$ cat config.mk
export PLATFORM = sky130hd
export DESIGN_NAME = event_queue
export DESIGN_NICKNAME = d
export VERILOG_FILES = /design/src/rtl/enum_type.sv /design/src/rtl/rr_arbiter.sv /design/src/rtl/event_queue.sv
export SDC_FILE = /design/constraint.sdc
export NUM_CORES = 1
export LEC_CHECK = 0
export ABC_AREA = 1
export CAP_MARGIN = 5
export CORE_AREA = 10 10 107 109
export CTS_BUF_LIST = sky130_fd_sc_hd__clkbuf_8
export DETAILED_ROUTE_END_ITERATION = 16
export DIE_AREA = 0 0 117 119
export GPL_ROUTABILITY_DRIVEN = 0
export GPL_TIMING_DRIVEN = 1
export PLACE_DENSITY_LB_ADDON = 0.05
export SYNTH_ARGS = -nofsm -noshare
export SYNTH_HDL_FRONTEND = slang
export SYNTH_SLANG_ARGS = --single-unit
export TNS_END_PERCENT = 5
$ cat constraint.sdc
create_clock -name clk -period 4.71 [get_ports clk]
set_clock_uncertainty 0.1 [all_clocks]
set_input_delay 0.942 -clock clk [delete_from_list [all_inputs] [get_ports clk]]
set_output_delay 0.942 -clock clk [all_outputs]
set_load 0.02 [all_outputs]
$ cat src/rtl/enum_type.sv
// enum_type: shared control event codes used by the input decoders and event_queue
package enum_type;
    typedef enum logic [2:0] {
        NOEVENT = 3'd0,
        LEFT    = 3'd1,
        RIGHT   = 3'd2,
        HOLD    = 3'd3,
        ROTATE  = 3'd4,
        DROP    = 3'd5
    } control_type;
endpackage

$ cat src/rtl/rr_arbiter.sv
// rr_arbiter: grants the first requester at index >= ptr, wrapping modulo N
// Ports: req (request per source), ptr (search start), grant_valid, grant_idx
module rr_arbiter #(
    parameter int N = 5
) (
    input  logic [N-1:0]         req,
    input  logic [$clog2(N)-1:0] ptr,
    output logic                 grant_valid,
    output logic [$clog2(N)-1:0] grant_idx
);
    localparam int PW = $clog2(N);
    logic [2*N-1:0] dbl;
    logic [N-1:0]   rot;
    logic [PW:0]    sum;
    // Rotate so bit 0 is the source at ptr; scan downward so the lowest offset wins.
    always_comb begin
        dbl = {req, req} >> ptr;
        rot = dbl[N-1:0];
        grant_valid = 1'b0;
        grant_idx = '0;
        sum = '0;
        for (int k = N - 1; k >= 0; k--) begin
            if (rot[k]) begin
                sum = {1'b0, ptr} + (PW+1)'(k);
                grant_valid = 1'b1;
                grant_idx = sum >= (PW+1)'(N) ? PW'(sum - (PW+1)'(N)) : PW'(sum);
            end
        end
    end
endmodule

$ cat src/rtl/event_queue.sv
// event_queue: merges per-source event strobes through pending latches and a round-robin arbiter into a FIFO
// Ports: src_valid/src_event (per-source strobe and code), out_event/out_valid/out_ready (FIFO head handshake),
//        count (occupancy 0..DEPTH), drop_cnt (saturating count of overwritten pending events)
module event_queue
    import enum_type::*;
#(
    parameter int DEPTH   = 16,
    parameter int NUM_SRC = 5
) (
    input  logic                       clk,
    input  logic                       reset_n,
    input  logic [NUM_SRC-1:0]         src_valid,
    input  control_type                src_event [NUM_SRC],
    output control_type                out_event,
    output logic                       out_valid,
    input  logic                       out_ready,
    output logic [$clog2(DEPTH):0]     count,
    output logic [7:0]                 drop_cnt
);
    localparam int AW = $clog2(DEPTH);
    localparam int CW = AW + 1;
    localparam int PW = $clog2(NUM_SRC);
    localparam logic [CW-1:0] FULL = CW'(DEPTH);

    control_type          mem [DEPTH];
    control_type          pend_ev [NUM_SRC];
    logic [NUM_SRC-1:0]   pending, load, gnt, drop;
    logic [AW-1:0]        wr_ptr, rd_ptr;
    logic [PW-1:0]        rr_ptr, grant_idx;
    logic                 grant_valid, pop, can_push;
    logic [8:0]           drop_sum;

    assign out_valid = count != '0;
    assign out_event = out_valid ? mem[rd_ptr] : NOEVENT;
    assign pop = out_valid & out_ready;
    // A full FIFO still accepts a push when the head leaves at the same edge.
    assign can_push = count != FULL || pop;

    rr_arbiter #(.N(NUM_SRC)) u_arb (
        .req         (can_push ? pending : {NUM_SRC{1'b0}}),
        .ptr         (rr_ptr),
        .grant_valid (grant_valid),
        .grant_idx   (grant_idx)
    );

    // A drop is an overwrite of a pending event that is not leaving this cycle.
    always_comb begin
        load = '0;
        gnt = '0;
        drop = '0;
        for (int i = 0; i < NUM_SRC; i++) begin
            load[i] = src_valid[i] && src_event[i] != NOEVENT;
            gnt[i] = grant_valid && grant_idx == PW'(i);
            drop[i] = load[i] & pending[i] & ~gnt[i];
        end
        drop_sum = {1'b0, drop_cnt} + 9'($countones(drop));
    end

    always_ff @(posedge clk) begin
        if (!reset_n) begin
            pending <= '0;
            rr_ptr <= '0;
            wr_ptr <= '0;
            rd_ptr <= '0;
            count <= '0;
            drop_cnt <= '0;
        end else begin
            if (grant_valid) begin
                mem[wr_ptr] <= pend_ev[grant_idx];
                wr_ptr <= wr_ptr + 1'b1;
                rr_ptr <= grant_idx == PW'(NUM_SRC - 1) ? '0 : grant_idx + 1'b1;
            end
            if (pop)
                rd_ptr <= rd_ptr + 1'b1;
            count <= count + CW'(grant_valid) - CW'(pop);
            for (int i = 0; i < NUM_SRC; i++) begin
                if (load[i]) begin
                    pending[i] <= 1'b1;
                    pend_ev[i] <= src_event[i];
                end else if (gnt[i]) begin
                    pending[i] <= 1'b0;
                end
            end
            drop_cnt <= drop_sum[8] ? 8'hFF : drop_sum[7:0];
        end
    end
endmodule

==> impl_metrics.toml, run 1 <==
[sta]
hold_violations = 0
setup_slack_ps = -192
drv_slew = 0
finalSetupViolations = 8
final.setup.tns_ps = -1170
min_period_ps = 4900
rsz0062_at_grt = "true"
clock.fmax_mhz = 204
max_slew.worst_pin.slew_ps = 751
finalCritPeriodShare_pct = 104
slew_headroom_pct = 49.8

[placed_design]
portBuffers = 39
dp_cells = 724
hpwl_um = 8680

[synth]
synth-edff-count = 63
synthAdderAreaFrac_pct = 8.70
synth.distinct_cells = 38
synth_fp_nets = 593
synth-xor-area-share_pct = 1.74
yosysSeqAreaShare_pct = 50.7
synth_compound_area_share_pct = 13.0
synth-seq-cells = 96
synthesis.area_sq_um = 5030
ys_warn_count = 0
synth_top_family_by_area = "simple AND/OR/NAND/NOR gates"
yosys.area_share.simple_pct = 19.6
synthFlopType = "edfxtp_1"
synth.avg_cell_area_sq_um = 9.35
netlist_instances = 538
async_flop_share_pct = 0
synth_mux_area_share_pct = 0

[worst_setup_path]
cp_common_cell = "nand3_4"
crit_path_start_kind = "input pin"
worstReg2RegStart = "count[2]"
worst_ep_arrival_time_ps = 5120
crit_fanout = 6
slowest_delay_ps = 530
reg2reg_slack_ps = -110
reg2regPathDepth = 30
crit_slowest_cell = "fa_1"
crit_type = "in -> reg"
r2r-end = "drop_cnt[2]"
cp.required_ps = 4930
worst_setup_path_end_kind = "flip-flop"

[cts]
cts_buffers = 9
clock-sinks = 96
clock_latency_ps = 370
ctsHtreeMaxLevel = 3
clkSlewWorstSetupHoldPaths_ps = 110
clock_path_buffers = 2
tritoncts = "built"
cts_root_buf = "clkbuf_8"

[final_layout]
stdcell_count = 770
diodes = 0
design.final.nets = 706
final_common_cell = "nor2_1"
final_layout_size_suffix_gt1_share_pct = 25.9
nFillCells = 732
areaGrowthSynthToFinish_pct = 30.5
layout_common_cells = "67 x nor2_1, 63 x edfxtp_1, 63 x buf_4"

[run_status]
outcome = "finished, violations left"
violations = "setup timing"

[detailed_routing]
antenna_left = 0
firstDrtPassIters = 5
wire_per_inst_um = 16.7
drt_iter0_drc = 318
via_per_inst = 5.49
drc_errors = 0
wl_um = 12900
vias = 4225

[grt]
grt_pass1_vias = 4298
grt_pass1_wl_um = 20400
grt_use_total_pct = 18.3
grt_max_degree = 26
grt.overflow.total = 0
antenna_found_initial = 0

[die]
die-area_sq_um = 13900
fp.coreArea_sq_um = 9460
start_util_pct = 53.2
fp.dieW_um = 117
chipHeight_um = 119
rows = 36
io_pins = 40

[power_and_ir_drop]
ir_worst_vdd_uv = 465
power_density_nw_per_um2 = 770
leakage_uw = 0.00266

[worst_hold_path]
worstHoldStart = "rd_ptr[3]"
min_path_cells = 2
hold_path.class = "reg -> reg"

[flow_run]
drv_cap = 0
## where the power goes
| group | leakage (uW) | switching, uW | internal, uW |
|---|---|---|---|
| sequential | 0.000847 | 91.0 | 1340 |
| combinational | 0.00172 | 1850 | 1260 |
| clock | 0.0000901 | 316 | 202 |
## worst max path at each step
stage | start | endpoint
after CTS | out_ready | drop_cnt[4]
after global placement | out_ready | drop_cnt[7]
after detailed placement | out_ready | drop_cnt[4]
final | out_ready | drop_cnt[2]
after floorplan | out_ready | drop_cnt[5]
after global routing | out_ready | drop_cnt[7]
## synthesized netlist by cell type (all sizes together), types with 2 or more instances
master  number  area share, %
fa           5            2.0
edfxtp      63             38
nand4        2           0.25
nor2        75            5.8
o21ai       53            5.5
xor2         9            1.6
a31oi        2           0.25
buf          5           0.75
nand3       58            6.6
o31ai        5           0.75
ha          27            6.7
o21a         2           0.30
o211ai       2           0.30
clkinv       2           0.17
o221ai      10            1.7
dfxtp       33             13
nand2       69            6.3
inv         63            4.7
o22ai        3           0.37
a21oi       34            3.6
clkbuf       9           0.67
nor3         3           0.30
## routing by layer
metal  vias up  track usage, %  share of wire [%]  wire length, um
met5         -               0                  0                0
met4         0            7.96                3.3              423
met3        44            3.31                3.7              474
met2       125            32.7                 53             6760
met1      1985            20.5                 40             5220
li1       2071               -                  -                -
## cell type report
type | instances | area [sq um] | share of cell area, %
clock buffers | 9 | 124 | 1.89
clock inverters | 7 | 60.1 | 0.915
inverters | 65 | 249 | 3.79
multi-input cells | 364 | 2420 | 36.9
flip-flops and latches | 96 | 2550 | 38.9
well taps | 114 | 143 | 2.17
repair buffers | 115 | 1010 | 15.5
## critical path, delay by kind of cell
kind / cells / cell delay, ps
AOI/OAI and AO/OA: 3 / 440
adders and majority gates: 5 / 1550
buffers and inverters: 4 / 360
and+or+nand+nor: 18 / 1810
## state kept, by name, summed over array words and instances (netlist names), named ones only
name,count
drop_cnt,8
rd_ptr,4
mem,48
wr_ptr,4
pend_ev,15
pending,5
rr_ptr,3
count,5
## per-stage QoR
| step | power (uW) | hold slack [ps] | util (%) | setup WS (ps) | area (sq um) |
|---|---|---|---|---|---|
| after global routing | 5410 | 405 | 69.4 | -371 | 6570 |
| after floorplan | 3000 | 336 | - | -76.8 | 5040 |
| final | 5060 | 383 | 69.4 | -192 | 6570 |
| after detailed placement | 4000 | 368 | 61.9 | -879 | 5860 |
| after global placement | 3970 | 363 | 61.9 | -767 | 5860 |
| after CTS | 4850 | 384 | 67.9 | -64.8 | 6420 |
## cell families (layout without fill, tap and decap cells)
kind of cell             Yosys count  count (layout)
AND/OR/NAND/NOR                  209             210
AO/OA/AOI/OAI                    112             112
flip-flops                        96              96
buffers and inverters             79             196
adder cells (fa/ha/maj)           32              32
XOR/XNOR                          10              10
## repair_timing
item | CTS | global route
gates cloned | 1 | 0
hold buffers | 0 | 0
pin swaps | 28 | 24
buffers inserted | 30 | 2
gates resized for setup | 41 | 34
endpoints found under the setup margin | 8 | 9
(Power assumes the default switching activity.)
==> inputs of run 2 (changes only) <==
--- a/config.mk
+++ b/config.mk
@@ -14,6 +14,7 @@
 export GPL_ROUTABILITY_DRIVEN = 0
 export GPL_TIMING_DRIVEN = 1
 export PLACE_DENSITY_LB_ADDON = 0.05
+export SLEW_MARGIN = 30
 export SYNTH_ARGS = -nofsm -noshare
 export SYNTH_HDL_FRONTEND = slang
 export SYNTH_SLANG_ARGS = --single-unit
==> results of run 2 <==
Final layout, timing and power as in run 1 (identical DEF).
==> inputs of run 3 (changes only) <==
--- a/config.mk
+++ b/config.mk
@@ -14,6 +14,7 @@
 export GPL_ROUTABILITY_DRIVEN = 0
 export GPL_TIMING_DRIVEN = 1
 export PLACE_DENSITY_LB_ADDON = 0.05
+export RECOVER_POWER = 50
 export SLEW_MARGIN = 30
 export SYNTH_ARGS = -nofsm -noshare
 export SYNTH_HDL_FRONTEND = slang
==> run 3 against run 2 <==
  * The flow still finishes with violations (setup timing)
  * Via count increased by 0.28%
  * Largest power group unchanged
  * Hold slack unchanged
  * Register-to-register slack about the same
  * Largest cell class unchanged
==> impl_metrics.toml, run 3 (synthesis results as in run 1) <==
[cts]
ctsHtreeMaxLevel = 3
cts_buffers = 9
ctsHoldBuffers = 0
clock-sinks = 96
cts_root_buf = "clkbuf_8"
clkSlewWorstSetupHoldPaths_ps = 110
clock_path_buffers = 2
clock_latency_ps = 370
tritoncts = "built"

[worst_setup_path]
cp.required_ps = 4930
crit_fanout = 6
crit_slowest_cell = "fa_1"
crit_path_start_kind = "input pin"
cp_common_cell = "nand3_4"
slowest_delay_ps = 530
r2r-end = "drop_cnt[2]"
reg2regPathDepth = 30
worst_setup_path_end_kind = "flip-flop"
crit_type = "in -> reg"
reg2reg_slack_ps = -110
worstReg2RegStart = "count[2]"
worst_ep_arrival_time_ps = 5120

[power_and_ir_drop]
internal_power_uw = 2790
leakage_uw = 0.00270
p_switching_uw = 2250
seqPwrFrac_pct = 28.3
power_density_nw_per_um2 = 768
p_comb_share_pct = 61.4
swShare_pct = 44.7
p_total_uw = 5040
power.share.clock_pct = 10.3
ir_worst_vdd_uv = 465

[final_layout]
largest_reg_flops = 48
layout_common_cells = "67 x nor2_1, 63 x edfxtp_1, 63 x buf_4"
nFillCells = 732
top_register = "mem"
diodes = 0
final_layout_size_suffix_gt1_share_pct = 25.9
areaGrowthSynthToFinish_pct = 30.5
final_common_cell = "nor2_1"
design.final.nets = 706
largestRegisters = "mem: 48 flops, pend_ev: 15 flops, drop_cnt: 8 flops"

[sta]
min_period_ps = 4900
clock.fmax_mhz = 204
hold_violations = 0
rsz0062_at_grt = "true"
setup_slack_ps = -186
finalSetupViolations = 8
max_slew.worst_pin.slew_ps = 752
slew_headroom_pct = 49.7
finalCritPeriodShare_pct = 104
fin_hold_ws_ps = 383
final.setup.tns_ps = -1130
drv_slew = 0

[run_status]
outcome = "finished, violations left"
violations = "setup timing"

[die]
fp.dieW_um = 117
fp.coreArea_sq_um = 9460
io_pins = 40
start_util_pct = 53.2
chipHeight_um = 119
die-area_sq_um = 13900
rows = 36

[grt]
grt_use_total_pct = 18.3
grt_max_degree = 26
grt_pass1_wl_um = 20400
grt.overflow.total = 0
antenna_found_initial = 0
grt_pass1_vias = 4298

[worst_hold_path]
worstHoldStart = "rd_ptr[3]"
min_path_cells = 2
hold_path.class = "reg -> reg"

[detailed_routing]
wire_per_inst_um = 16.7
wl_um = 12900
drc_errors = 0
drt_iter0_drc = 318
via_per_inst = 5.50
vias = 4237
firstDrtPassIters = 5
antenna_left = 0

[placed_design]
hpwl_um = 8680
portBuffers = 39

[flow_run]
drv_cap = 0
## run 3: cell count changes in the layout (fill, tap and decap cells not counted)
cell,previous run,this run
dlygate4sd3_1,0,27
clkdlybuf4s50_1,38,11
## run 3: power groups by stage
stage	logic [uW]	registers, uW	clock network (uW)
final	3100	1430	519
after global routing	3400	1440	555
after floorplan	1560	1440	0
after detailed placement	2560	1440	0
after CTS	2910	1420	522
after global placement	2530	1430	0
## run 3: worst max-delay path, delay by kind of cell
family / cells / cell delay (ps)
compound gates: 3 / 430
fa+ha+maj: 5 / 1550
buf+inv: 4 / 360
simple gates: 18 / 1800
## run 3: worst max path at each step
stage,cells after the start,startpoint,to
finish,30,out_ready,drop_cnt[2]
global route,29,out_ready,drop_cnt[7]
CTS,29,out_ready,drop_cnt[4]
detailed placement,29,out_ready,drop_cnt[4]
global placement,27,out_ready,drop_cnt[7]
floorplan,27,out_ready,drop_cnt[5]
## run 3: metal layers
metal | routed length [um] | share of wire [%] | track usage, %
met5 | 0 | 0 | 0
met4 | 433 | 3.4 | 7.96
met3 | 473 | 3.7 | 3.31
met2 | 6770 | 53 | 32.7
met1 | 5180 | 40 | 20.5
## run 3: cell type report
cell class / count / area, sq um / area share, %
Timing Repair Buffer: 115 / 1010 / 15.5
Clock buffer: 9 / 124 / 1.89
Clock inverter: 7 / 60.1 / 0.915
Multi-Input combinational cell: 364 / 2420 / 36.9
Inverter: 65 / 249 / 3.79
Tap cell: 114 / 143 / 2.17
Sequential cell: 96 / 2550 / 38.9
## run 3: what timing repair did
item                       CTS  global route
setup endpoints to repair    8             9
gates resized for setup     41            34
gates cloned                 1             0
pin swaps                   28            24
setup buffers               30             2
## run 3: through the flow
step,util [%],setup slack (ps),instance area (sq um),std cells
global placement,61.9,-767,5860,724
detailed placement,61.9,-879,5860,724
floorplan,-,-76.8,5040,538
CTS,67.9,-64.8,6420,770
global route,69.4,-371,6570,770
finish,69.4,-186,6570,770
